## config.mk

```make
export PLATFORM = sky130hd
export DESIGN_NAME = rand_dir_picker_flat
export DESIGN_NICKNAME = d
export VERILOG_FILES = /design/src/rtl/rand_dir_picker_if.sv /design/src/rtl/rand_dir_picker.sv /design/src/flat_wrapper.sv
export SDC_FILE = /design/constraint.sdc
export NUM_CORES = 1
export LEC_CHECK = 0
export ABC_AREA = 1
export BUFFER_PORTS_ARGS = -buffer_cell sky130_fd_sc_hd__buf_2
export CAP_MARGIN = 20
export CORE_ASPECT_RATIO = 1.1
export CORE_MARGIN = 4
export CORE_UTILIZATION = 35
export CTS_CLUSTER_DIAMETER = 50
export CTS_CLUSTER_SIZE = 25
export DETAILED_ROUTE_END_ITERATION = 8
export SLEW_MARGIN = 20
export SYNTH_ARGS = -nofsm -noshare
export SYNTH_HDL_FRONTEND = slang
export SYNTH_SLANG_ARGS = --single-unit
```

## constraint.sdc

```tcl
create_clock -name clk -period 2 [get_ports clk]
set_input_delay 0.1 -clock clk [delete_from_list [all_inputs] [get_ports clk]]
set_output_delay 0.1 -clock clk [all_outputs]
set_load 0.005 [all_outputs]
```

## src/rtl/rand_dir_picker_if.sv

```systemverilog
// Request/response bundle between the maze FSM (master) and rand_dir_picker (slave).
// stat_picks/stat_rejects exist only when RAND_DIR_PICKER_STATS_EN is defined.
interface rand_dir_picker_if #(
    parameter int DIR_W = 2
);
    localparam int N = 1 << DIR_W;

    logic [31:0]      rand_word;
    logic             req_valid;
    logic             req_ready;
    logic [N-1:0]     req_mask;
    logic             rsp_valid;
    logic             rsp_ready;
    logic [DIR_W-1:0] rsp_value;
    logic             rsp_empty;
    logic             rsp_fallback;
`ifdef RAND_DIR_PICKER_STATS_EN
    logic [15:0]      stat_picks;
    logic [15:0]      stat_rejects;

    modport master (
        output rand_word, req_valid, req_mask, rsp_ready,
        input  req_ready, rsp_valid, rsp_value, rsp_empty, rsp_fallback,
        input  stat_picks, stat_rejects
    );

    modport slave (
        input  rand_word, req_valid, req_mask, rsp_ready,
        output req_ready, rsp_valid, rsp_value, rsp_empty, rsp_fallback,
        output stat_picks, stat_rejects
    );
`else
    modport master (
        output rand_word, req_valid, req_mask, rsp_ready,
        input  req_ready, rsp_valid, rsp_value, rsp_empty, rsp_fallback
    );

    modport slave (
        input  rand_word, req_valid, req_mask, rsp_ready,
        output req_ready, rsp_valid, rsp_value, rsp_empty, rsp_fallback
    );
`endif
endinterface

```

## src/rtl/rand_dir_picker.sv

```systemverilog
// Picks one set bit of a candidate mask uniformly by rejection sampling DIR_W-bit chunks of a random word.
// Optional saturating pick/reject counters are built when RAND_DIR_PICKER_STATS_EN is defined.
module rand_dir_picker #(
    parameter int DIR_W     = 2,
    parameter int MAX_TRIES = 64
) (
    input  logic              clk,
    input  logic              rst,
    rand_dir_picker_if.slave  bus
);
    localparam int N      = 1 << DIR_W;
    localparam int CHUNKS = 32 / DIR_W;
    localparam logic [7:0] TRY_LAST   = 8'(MAX_TRIES - 1);
    localparam logic [5:0] CHUNK_LAST = 6'(CHUNKS - 1);

    typedef enum logic [1:0] {
        IDLE,
        LOAD,
        DRAW,
        DONE
    } state_t;

    state_t           state_q;
    logic [N-1:0]     mask_q;
    logic [31:0]      buf_q;
    logic [5:0]       chunk_q;
    logic [7:0]       tries_q;
    logic [DIR_W-1:0] value_q;
    logic             empty_q;
    logic             fallback_q;
    logic             valid_q;
    logic             ready_q;

    logic [DIR_W-1:0] chunkIdx_d;
    logic [DIR_W-1:0] lowestSet_d;
    logic             hit_d;

    // Scanning from the top down leaves the lowest set index as the final assignment.
    always_comb begin
        chunkIdx_d  = buf_q[DIR_W-1:0];
        hit_d       = mask_q[chunkIdx_d];
        lowestSet_d = '0;
        for (int i = N - 1; i >= 0; i--) begin
            if (mask_q[i]) begin
                lowestSet_d = DIR_W'(i);
            end
        end
    end

    always_ff @(posedge clk) begin
        if (!rst) begin
            state_q    <= IDLE;
            mask_q     <= '0;
            buf_q      <= '0;
            chunk_q    <= '0;
            tries_q    <= '0;
            value_q    <= '0;
            empty_q    <= 1'b0;
            fallback_q <= 1'b0;
            valid_q    <= 1'b0;
            ready_q    <= 1'b1;
        end else begin
            case (state_q)
                IDLE: begin
                    if (bus.req_valid) begin
                        mask_q     <= bus.req_mask;
                        tries_q    <= '0;
                        value_q    <= '0;
                        fallback_q <= 1'b0;
                        ready_q    <= 1'b0;
                        if (bus.req_mask == '0) begin
                            empty_q <= 1'b1;
                            valid_q <= 1'b1;
                            state_q <= DONE;
                        end else begin
                            empty_q <= 1'b0;
                            state_q <= LOAD;
                        end
                    end
                end
                LOAD: begin
                    buf_q   <= bus.rand_word;
                    chunk_q <= '0;
                    state_q <= DRAW;
                end
                DRAW: begin
                    tries_q <= tries_q + 8'd1;
                    // A hit on the final allowed try still wins over the fallback.
                    if (hit_d) begin
                        value_q <= chunkIdx_d;
                        valid_q <= 1'b1;
                        state_q <= DONE;
                    end else if (tries_q == TRY_LAST) begin
                        value_q    <= lowestSet_d;
                        fallback_q <= 1'b1;
                        valid_q    <= 1'b1;
                        state_q    <= DONE;
                    end else if (chunk_q == CHUNK_LAST) begin
                        state_q <= LOAD;
                    end else begin
                        buf_q   <= buf_q >> DIR_W;
                        chunk_q <= chunk_q + 6'd1;
                    end
                end
                DONE: begin
                    if (bus.rsp_ready) begin
                        valid_q <= 1'b0;
                        ready_q <= 1'b1;
                        state_q <= IDLE;
                    end
                end
                default: begin
                    state_q <= IDLE;
                end
            endcase
        end
    end

    assign bus.req_ready    = ready_q;
    assign bus.rsp_valid    = valid_q;
    assign bus.rsp_value    = value_q;
    assign bus.rsp_empty    = empty_q;
    assign bus.rsp_fallback = fallback_q;

`ifdef RAND_DIR_PICKER_STATS_EN
    logic [15:0] picks_q;
    logic [15:0] rejects_q;

    // The fallback draw also missed the mask, so it counts as a reject.
    always_ff @(posedge clk) begin
        if (!rst) begin
            picks_q   <= '0;
            rejects_q <= '0;
        end else begin
            if (state_q == DONE && bus.rsp_ready && picks_q != 16'hFFFF) begin
                picks_q <= picks_q + 16'd1;
            end
            if (state_q == DRAW && !hit_d && rejects_q != 16'hFFFF) begin
                rejects_q <= rejects_q + 16'd1;
            end
        end
    end

    assign bus.stat_picks   = picks_q;
    assign bus.stat_rejects = rejects_q;
`endif

endmodule

```

## src/flat_wrapper.sv

```systemverilog
// flat-port wrapper written by rule: the top's interface ports become plain ports
module rand_dir_picker_flat 
#(
    parameter int DIR_W     = 2,
    parameter int MAX_TRIES = 64
)
  (clk, rst, bus_rand_word, bus_req_valid, bus_req_mask, bus_rsp_ready, bus_req_ready, bus_rsp_valid, bus_rsp_value, bus_rsp_empty, bus_rsp_fallback);
  rand_dir_picker_if #(.DIR_W(DIR_W)) bus_i ();
  input  logic clk;
  input  logic rst;
  input wire logic [$bits(bus_i.rand_word)-1:0] bus_rand_word;
  input wire logic [$bits(bus_i.req_valid)-1:0] bus_req_valid;
  input wire logic [$bits(bus_i.req_mask)-1:0] bus_req_mask;
  input wire logic [$bits(bus_i.rsp_ready)-1:0] bus_rsp_ready;
  output wire logic [$bits(bus_i.req_ready)-1:0] bus_req_ready;
  output wire logic [$bits(bus_i.rsp_valid)-1:0] bus_rsp_valid;
  output wire logic [$bits(bus_i.rsp_value)-1:0] bus_rsp_value;
  output wire logic [$bits(bus_i.rsp_empty)-1:0] bus_rsp_empty;
  output wire logic [$bits(bus_i.rsp_fallback)-1:0] bus_rsp_fallback;
  assign bus_i.rand_word = bus_rand_word;
  assign bus_i.req_valid = bus_req_valid;
  assign bus_i.req_mask = bus_req_mask;
  assign bus_i.rsp_ready = bus_rsp_ready;
  assign bus_req_ready = bus_i.req_ready;
  assign bus_rsp_valid = bus_i.rsp_valid;
  assign bus_rsp_value = bus_i.rsp_value;
  assign bus_rsp_empty = bus_i.rsp_empty;
  assign bus_rsp_fallback = bus_i.rsp_fallback;
  rand_dir_picker #(.DIR_W(DIR_W), .MAX_TRIES(MAX_TRIES)) u_core (.clk(clk), .rst(rst), .bus(bus_i));
endmodule
```

==> metrics.csv, run 1 <==
metric,value,unit
status,completed,
netlist.area_leader.share,40.3,%
powerDensity,1120,nW/µm²
synth_seq_cells,58,
path_depth,8,
max_slew_margin,57.1,%
period_share,81.6,%
rrSetupSlack,370,ps
slew_viol_final,0,
post-place-ws,366,ps
yosysUniqueCellTypes,24,
ir_worst_vdd,0.529,mV
clk_latency,330,ps
first_pass_iters,4,
r2r_end,u_core.chunk_q[0],
cp_max_fo,38,
wirelength,6.84,mm
hold_depth,3,
dr.first_iter.drc_count,143,
cap_violations,0,
die_w,94.5,µm
path_class,flip-flop to flip-flop,
arrival,1850,ps
fin_ws,367,ps
post_drt_via_cell_ratio,4.72,
holdPathEnd,u_core.buf_q[31],
fmax,613,MHz
syn_nets,489,
drtAntennaViolNets,0,
worst_slew_pin_slew,642,ps
tns,0,ps
ys_seq_area_share,40.3,%
timing.critical_path.mode_cell,nand2_2,
path_cells,nand2_2 -> inv_2 -> nand2_2 -> nand2_2 -> nand3_2 -> buf_12 -> o21ai_0 -> nor2_1,
crit_slowest_cell,dfxtp_1,
clock_sinks,58,
die_h,103,µm
core,7960,µm²
avgSynthCellArea,6.45,µm²
io_pins,46,
rsz0062_at_grt,false,
drcViolationCount,0,
vias,2844,
multi_input_area,1480,µm²
initial_core_util,36.2,%
synthTopCellsByArea,"dfxtp_1 40%, nand2_1 23%, a21oi_1 8.7%, nand3_1 8.2%, inv_1 3.4%",
grt_max_degree,40,
clock_path_buffers,2,
nets,531,
syn2layout_area_growth,17.3,%
diodes,0,
cp-end-kind,flip-flop,
finalSetupViolCount,0,
register_area,1160,µm²
fin_crit,1630,ps
post_cts_resized,0,
hp-start,bus_rand_word[31],
netlist_area,2880,µm²
p_leak,0.00152,µW
grt_pass1_wl,12.0,mm
finClkSkew,9.61,ps
cts_root_buf,clkbuf_8,
row_count,34,
n_fill_cell,868,
postCtsSetupRepairBufs,0,
dieArea,9750,µm²
hold_viol_final,0,
place_hpwl,4.65,mm
place_congestion,0.793,
synthCells,447,
crit_required,2220,ps
reg2reg_depth,8,
yosysTopAreaCell,dfxtp_1,
htree_num_levels,3,
crit_path_start_kind,flip-flop,
yosysWarningCount,0,
cts.clk_slew.worst_paths,60,ps
tritoncts,done,
grt_usage,15.3,%
numCtsBuffers,9,
cp.buffers_inverters,2,
timing.rr.start,u_core.state_q[1],
critPathTopFamily,simple AND/OR/NAND/NOR gates,
wl_per_cell,11.4,µm
drive_above_1_share,15.2,%
hp-class,primary input to flip-flop,
io_buffers,45,
hold_buffers,0,
grt_pass1_vias,2627,
grt_overflow,0,
slowest_delay,420,ps
antenna_found_initial,0,
==> worst max path at each step <==
| stage | from | to | slack [ps] |
|---|---|---|---|
| floorplan | u_core.tries_q[0] | u_core.chunk_q[5] | 560 |
| CTS | u_core.state_q[1] | u_core.buf_q[0] | 360 |
| global route | u_core.state_q[1] | u_core.buf_q[25] | 150 |
| detailed placement | u_core.state_q[1] | u_core.buf_q[19] | 370 |
| finish | u_core.state_q[1] | u_core.chunk_q[0] | 370 |
| global placement | u_core.state_q[1] | u_core.buf_q[29] | 390 |
==> cells in the mapped netlist, drive strengths merged <==
library cell	n
nand2	180
dfxtp	58
a21oi	50
nand3	48
inv	28
nor2	26
buf	14
o21ai	13
clkbuf	11
nor3	4
a211oi	2
a31oi	2
ha	2
nand4	2
nor3b	2
xor2	2
o211a	1
o21bai	1
o22ai	1
==> cells in the final DEF, fill, tap and decap left out, types with 9 or more instances in the layout <==
cell / n
nand3_1: 47
nand2_1: 177
inv_1: 26
a21oi_1: 50
dfxtp_1: 58
nor2_1: 26
clkbuf_8: 10
buf_4: 9
buf_2: 45
o21ai_0: 13
==> metrics by stage <==
step           hold slack, ps  utilization, %  total power, µW  cells  cell area (µm²)
3_5_place_dp              368            40.4             2920    586             3220
2_1_floorplan             247               -             2570    447             2880
5_1_grt                  26.7            42.5             4110    602             3380
4_1_cts                  11.8            42.5             3860    602             3380
6_report                 26.9            42.5             3790    602             3380
3_3_place_gp              366            40.4             2900    586             3220
==> metal layers <==
layer  up-vias  global-route usage [%]  wire [µm]
li1       1520                       -          -
met1      1250                    19.5       3210
met2        68                    25.7       3120
met3         6                    4.74        462
met4         0                    3.00         43
met5         -                       0          0
==> logic make-up (layout without fill, tap and decap cells) <==
logic type	after synthesis	count (layout)	share of synthesized area, %
xor gates and xnor gates	2	2	0.608
buffers and inverters	53	100	8.25
AOI/OAI and AO/OA	70	70	12.7
and+or+nand+nor	262	262	37.3
adders and majority gates	2	2	0.868
DFF	58	58	40.3
==> tightest hold or removal path, stage by stage <==
cell	delay, ps
buf_2	100
nand2_1	50
a21oi_1	60
==> state kept, by name, summed over array words and instances (netlist names) <==
name and count:
u_core.buf_q 32, u_core.bus.req_ready 1, u_core.bus.rsp_empty 1, u_core.mask_q 4, u_core.bus.rsp_value 2, u_core.bus.rsp_fallback 1, u_core.tries_q 8, u_core.chunk_q 6
u_core.state_q 2, u_core.bus.rsp_valid 1
==> final cells by class <==
class | count | area share [%]
Sequential cell | 58 | 34.3
Clock inverter | 3 | 0.444
Multi-Input combinational cell | 336 | 43.9
Tap cell | 108 | 4.00
Clock buffer | 13 | 4.40
Inverter | 28 | 3.11
Timing Repair Buffer | 56 | 9.84
==> report_power, final <==
group | internal, µW | total, µW | switching [µW]
Sequential | 1380 | 1510 | 128
Combinational | 485 | 1360 | 878
Clock | 478 | 919 | 441
Power figures use the tool's default switching activity.
==> run 2, diff against run 1 <==
Clock period 2 ns to 1.6 ns, I/O delays scaled along.
==> metrics.csv, run 2 (same netlist as run 1, synthesis figures left out) <==
metric,value,unit
fmax,641,MHz
met3_usage,2.92,%
cap_violations,0,
tritoncts,done,
place_inst,591,
largest_reg_flops,32,
grt_overflow,0,
antenna_found_initial,0,
arrival,1790,ps
wirelength,8.04,mm
drcViolationCount,0,
io_buffers,45,
drive_above_1_share,26.9,%
grt_pass1_wl,12.5,mm
timing.critical_path.mode_cell,nand2_2,
crit_path_start_kind,flip-flop,
wl_per_cell,13.0,µm
cts.clk_slew.worst_paths,70,ps
grt_usage,15.8,%
rsz0062_at_grt,true,
grt_max_degree,40,
dieArea,9750,µm²
powerDensity,1470,nW/µm²
clock_sinks,58,
crit_slowest_cell,dfxtp_4,
numCtsBuffers,9,
core,7960,µm²
placed_cell_area,3270,µm²
n_fill_cell,861,
path_class,flip-flop to flip-flop,
finalSetupViolCount,0,
fin_ws,39.0,ps
place_congestion,0.832,
finClkSkew,6.06,ps
grt_pass1_vias,2883,
max_slew_margin,71.1,%
place_hpwl,4.79,mm
regMostFlops,u_core.buf_q,
diodes,0,
ir_worst_vdd,0.780,mV
slew_viol_final,0,
final_common_cell,nand2_1,
grt_use_met2,27.5,%
final_cell_mix,"161 x nand2_1, 53 x dfxtp_1, 45 x nand3_1, 45 x buf_2, 32 x a21oi_1",
cp_max_fo,9,
hold_viol_final,0,
worst_slew_pin_slew,433,ps
cp-end-kind,flip-flop,
vias,3019,
slowest_delay,360,ps
largestRegisters,"u_core.buf_q: 32 flops, u_core.tries_q: 8 flops, u_core.chunk_q: 6 flops",
io_pins,46,
cp.buffers_inverters,1,
critPathTopFamily,simple AND/OR/NAND/NOR gates,
crit_required,1820,ps
clk_latency,330,ps
final_area,3790,µm²
final_cell_count_no_fill,618,
period_share,97.6,%
drtAntennaViolNets,0,
row_count,34,
post-place-ws,9.49,ps
nets,547,
busiest_layer,met2,
die_h,103,µm
cts_root_buf,clkbuf_8,
post_drt_via_cell_ratio,4.89,
tns,0,ps
use_met1,19.4,%
p_leak,0.00168,µW
die_w,94.5,µm
hp-class,primary input to flip-flop,
dr.first_iter.drc_count,119,
power,5580,µW
htree_num_levels,3,
initial_core_util,36.2,%
first_pass_iters,5,
path_cells,ha_4 -> nand2_2 -> nor2_2 -> nand2_1 -> nand2_2 -> nand2_4 -> nand3_4 -> buf_6 -> o21ai_0 -> nor2_1,
syn2layout_area_growth,31.5,%
clock_path_buffers,2,
fin_crit,1560,ps
status,completed,
## run 2: cell types whose count changed in the layout (fill, tap and decap cells not counted), moves of 4 or more
cell	before	now
nand2_4	0	4
dfxtp_2	0	4
a21oi_1	50	32
a21oi_2	0	18
nand2_2	3	15
dfxtp_1	58	53
buf_4	9	17
nand2_1	177	161
## run 2: what timing repair did
item / in CTS / in global routing
resized for setup: 1 / 53
gates cloned: 0 / 6
buffers inserted: 0 / 4
pin swaps: 0 / 13
hold buffers: 1 / 0
hold endpoints to repair: 1 / 0
setup endpoints to repair: 1 / 42
## run 2: layer usage
| layer | share of wire, % | vias to the layer above |
|---|---|---|
| met2 | 49 | 69 |
| met3 | 4.8 | 10 |
| met4 | 1.4 | 0 |
| met5 | 0 | - |
| met1 | 45 | 1386 |
| li1 | - | 1554 |
## run 2: cell type report
cell class	count	area, µm²	area share (%)
multi-input combinational	336	1660	43.9
timing repair buffer	72	532	14.0
clock inverter	6	57.6	1.52
tap	108	135	3.57
inverter	28	105	2.77
sequential	58	1170	30.9
clock buffer	10	128	3.37
## run 2: path summary, 6_finish.rpt
check | endpoint | slack, ps | start | cells after the start
worst max-delay path | u_core.chunk_q[0] | 40 | u_core.chunk_q[1] | 10
worst min-delay path | u_core.buf_q[30] | 40 | bus_rand_word[30] | 3
worst max register to register | u_core.chunk_q[0] | 40 | u_core.chunk_q[1] | 10
worst min register to register | u_core.bus.rsp_valid | 440 | u_core.bus.rsp_valid | 2
## run 2: stage by stage
stage / util (%) / hold slack [ps]
floorplan: - / 227
global placement: 41.1 / 344
detailed placement: 41.1 / 346
CTS: 43.6 / 25.9
global route: 47.6 / 46.6
finish: 47.6 / 35.2
## run 2: tightest hold or removal path, cell delays in order
cell     delay [ps]
buf_2           100
nand2_1          70
a21oi_1          70
## run 2: report_power, final
group | leakage (µW) | switching [µW] | internal (µW) | total [µW]
clock network | 0.0000958 | 598 | 708 | 1310
registers | 0.000476 | 175 | 1730 | 1910
logic | 0.00111 | 1380 | 981 | 2360
total | 0.00168 | 2150 | 3420 | 5580
==> run 3, diff against run 2 <==
Clock period 1.6 ns to 1.4 ns, I/O delays scaled along.
==> metrics.csv, run 3 (same netlist as run 1, synthesis figures left out) <==
metric,value,unit
row_count,34,
hp-class,primary input to flip-flop,
final_cell_mix,"154 x nand2_1, 53 x dfxtp_1, 48 x a21oi_1",
grt_usage,15.6,%
cp.buffers_inverters,1,
initial_core_util,36.2,%
worst_slew_pin_slew,252,ps
dr.first_iter.drc_count,145,
numCtsBuffers,9,
clock_path_buffers,2,
fin_hold_ws,18.8,ps
critPathTopFamily,simple AND/OR/NAND/NOR gates,
arrival,1750,ps
tritoncts,done,
finalSetupViolCount,38,
register_area,1170,µm²
ir_worst_vdd,0.965,mV
final_area,3820,µm²
status,"complete, but fails checks",
htree_num_levels,3,
power,6050,µW
final_cell_count_no_fill,626,
slew_viol_final,0,
first_pass_iters,4,
placed_cell_area,3400,µm²
diodes,0,
drcViolationCount,0,
cp-end-kind,flip-flop,
place_congestion,0.837,
drtAntennaViolNets,0,
period_share,106,%
crit_path_start_kind,flip-flop,
clock_sinks,58,
io_pins,46,
fmax,671,MHz
place_inst,604,
path_class,flip-flop to flip-flop,
final_common_cell,nand2_1,
io_buffers,45,
die_h,103,µm
p_leak,0.00172,µW
max_slew_margin,83.1,%
slowest_delay,350,ps
grt_max_degree,42,
place_hpwl,4.92,mm
crit_slowest_cell,dfxtp_2,
die_w,94.5,µm
cts.clk_slew.worst_paths,60,ps
rsz0062_at_grt,true,
syn2layout_area_growth,32.6,%
core,7960,µm²
clk_latency,330,ps
antenna_found_initial,0,
cts_root_buf,clkbuf_8,
nets,557,
cap_violations,0,
multi_input_area,1630,µm²
dieArea,9750,µm²
fin_crit,1490,ps
vias,3055,
drive_above_1_share,26.6,%
rrSetupSlack,-90,ps
wl_per_cell,12.4,µm
crit_required,1660,ps
post_drt_via_cell_ratio,4.88,
largest_reg_flops,32,
grt_pass1_wl,12.3,mm
grt_overflow,0,
cp_max_fo,12,
path_cells,ha_4 -> nand2_4 -> nor2_4 -> nand4_1 -> nand3_4 -> clkbuf_16 -> nand2_1 -> a21oi_1,
fin_ws,-89.2,ps
regMostFlops,u_core.buf_q,
wirelength,7.75,mm
grt_pass1_vias,2812,
finClkSkew,7.10,ps
largestRegisters,"u_core.buf_q: 32 flops, u_core.tries_q: 8 flops, u_core.chunk_q: 6 flops",
failed_checks,negative setup slack,
powerDensity,1580,nW/µm²
hold_viol_final,0,
n_fill_cell,837,
## run 3: layout make-up
class	instances	share of cell area, %
Clock buffer	14	3.99
Inverter	28	2.75
Multi-Input combinational cell	336	42.7
Sequential cell	58	30.6
Tap cell	108	3.54
Timing Repair Buffer	82	16.4
## run 3: path summary, 6_finish.rpt
| path | startpoint | end | depth (start not counted) |
|---|---|---|---|
| max | u_core.tries_q[0] | u_core.chunk_q[5] | 8 |
| min | bus_rand_word[30] | u_core.buf_q[30] | 3 |
| max reg2reg | u_core.tries_q[0] | u_core.chunk_q[5] | 8 |
| min reg2reg | u_core.bus.rsp_valid | u_core.bus.rsp_valid | 2 |
## run 3: routing by layer
| layer | vias to the layer above | GRT usage (%) | share of wire (%) |
|---|---|---|---|
| met2 | 57 | 29.0 | 50 |
| met3 | 9 | 4.67 | 4.2 |
| met5 | - | 0 | 0 |
| met4 | 0 | 3.33 | 0.95 |
| li1 | 1569 | - | - |
| met1 | 1420 | 17.6 | 45 |
## run 3: what timing repair did
| action | in CTS | in global routing |
|---|---|---|
| endpoints found under the setup margin | 41 | 46 |
| gates resized for setup | 8 | 41 |
| pin swaps | 4 | 12 |
| cloned | 1 | 3 |
| hold endpoints to repair | 1 | 0 |
| buffers inserted | 1 | 2 |
| hold buffers | 1 | 0 |
## run 3: where the power goes
group          switching [µW]  internal, µW  total (µW)
clock                     588           674        1260
combinational            1500          1110        2610
sequential                194          1980        2180
total                    2280          3770        6050
## run 3: worst reg2reg max path, delay by kind of cell, from the launching register on
kind / cells / cell delay [ps]
adder cells (fa/ha/maj): 1 / 150
flip-flops: 1 / 350
AND/OR/NAND/NOR: 5 / 610
AO/OA/AOI/OAI: 1 / 130
buffers and inverters: 1 / 190
## run 3: through the flow
stage          utilization [%]  worst slack [ps]  TNS (ps)
6_report                  48.0             -89.2     -2060
5_1_grt                   48.0              -185     -6240
4_1_cts                   45.4             -81.9     -1520
3_5_place_dp              42.8              -106     -2700
3_3_place_gp              42.8             -56.9     -1500
2_1_floorplan                -              11.8         0
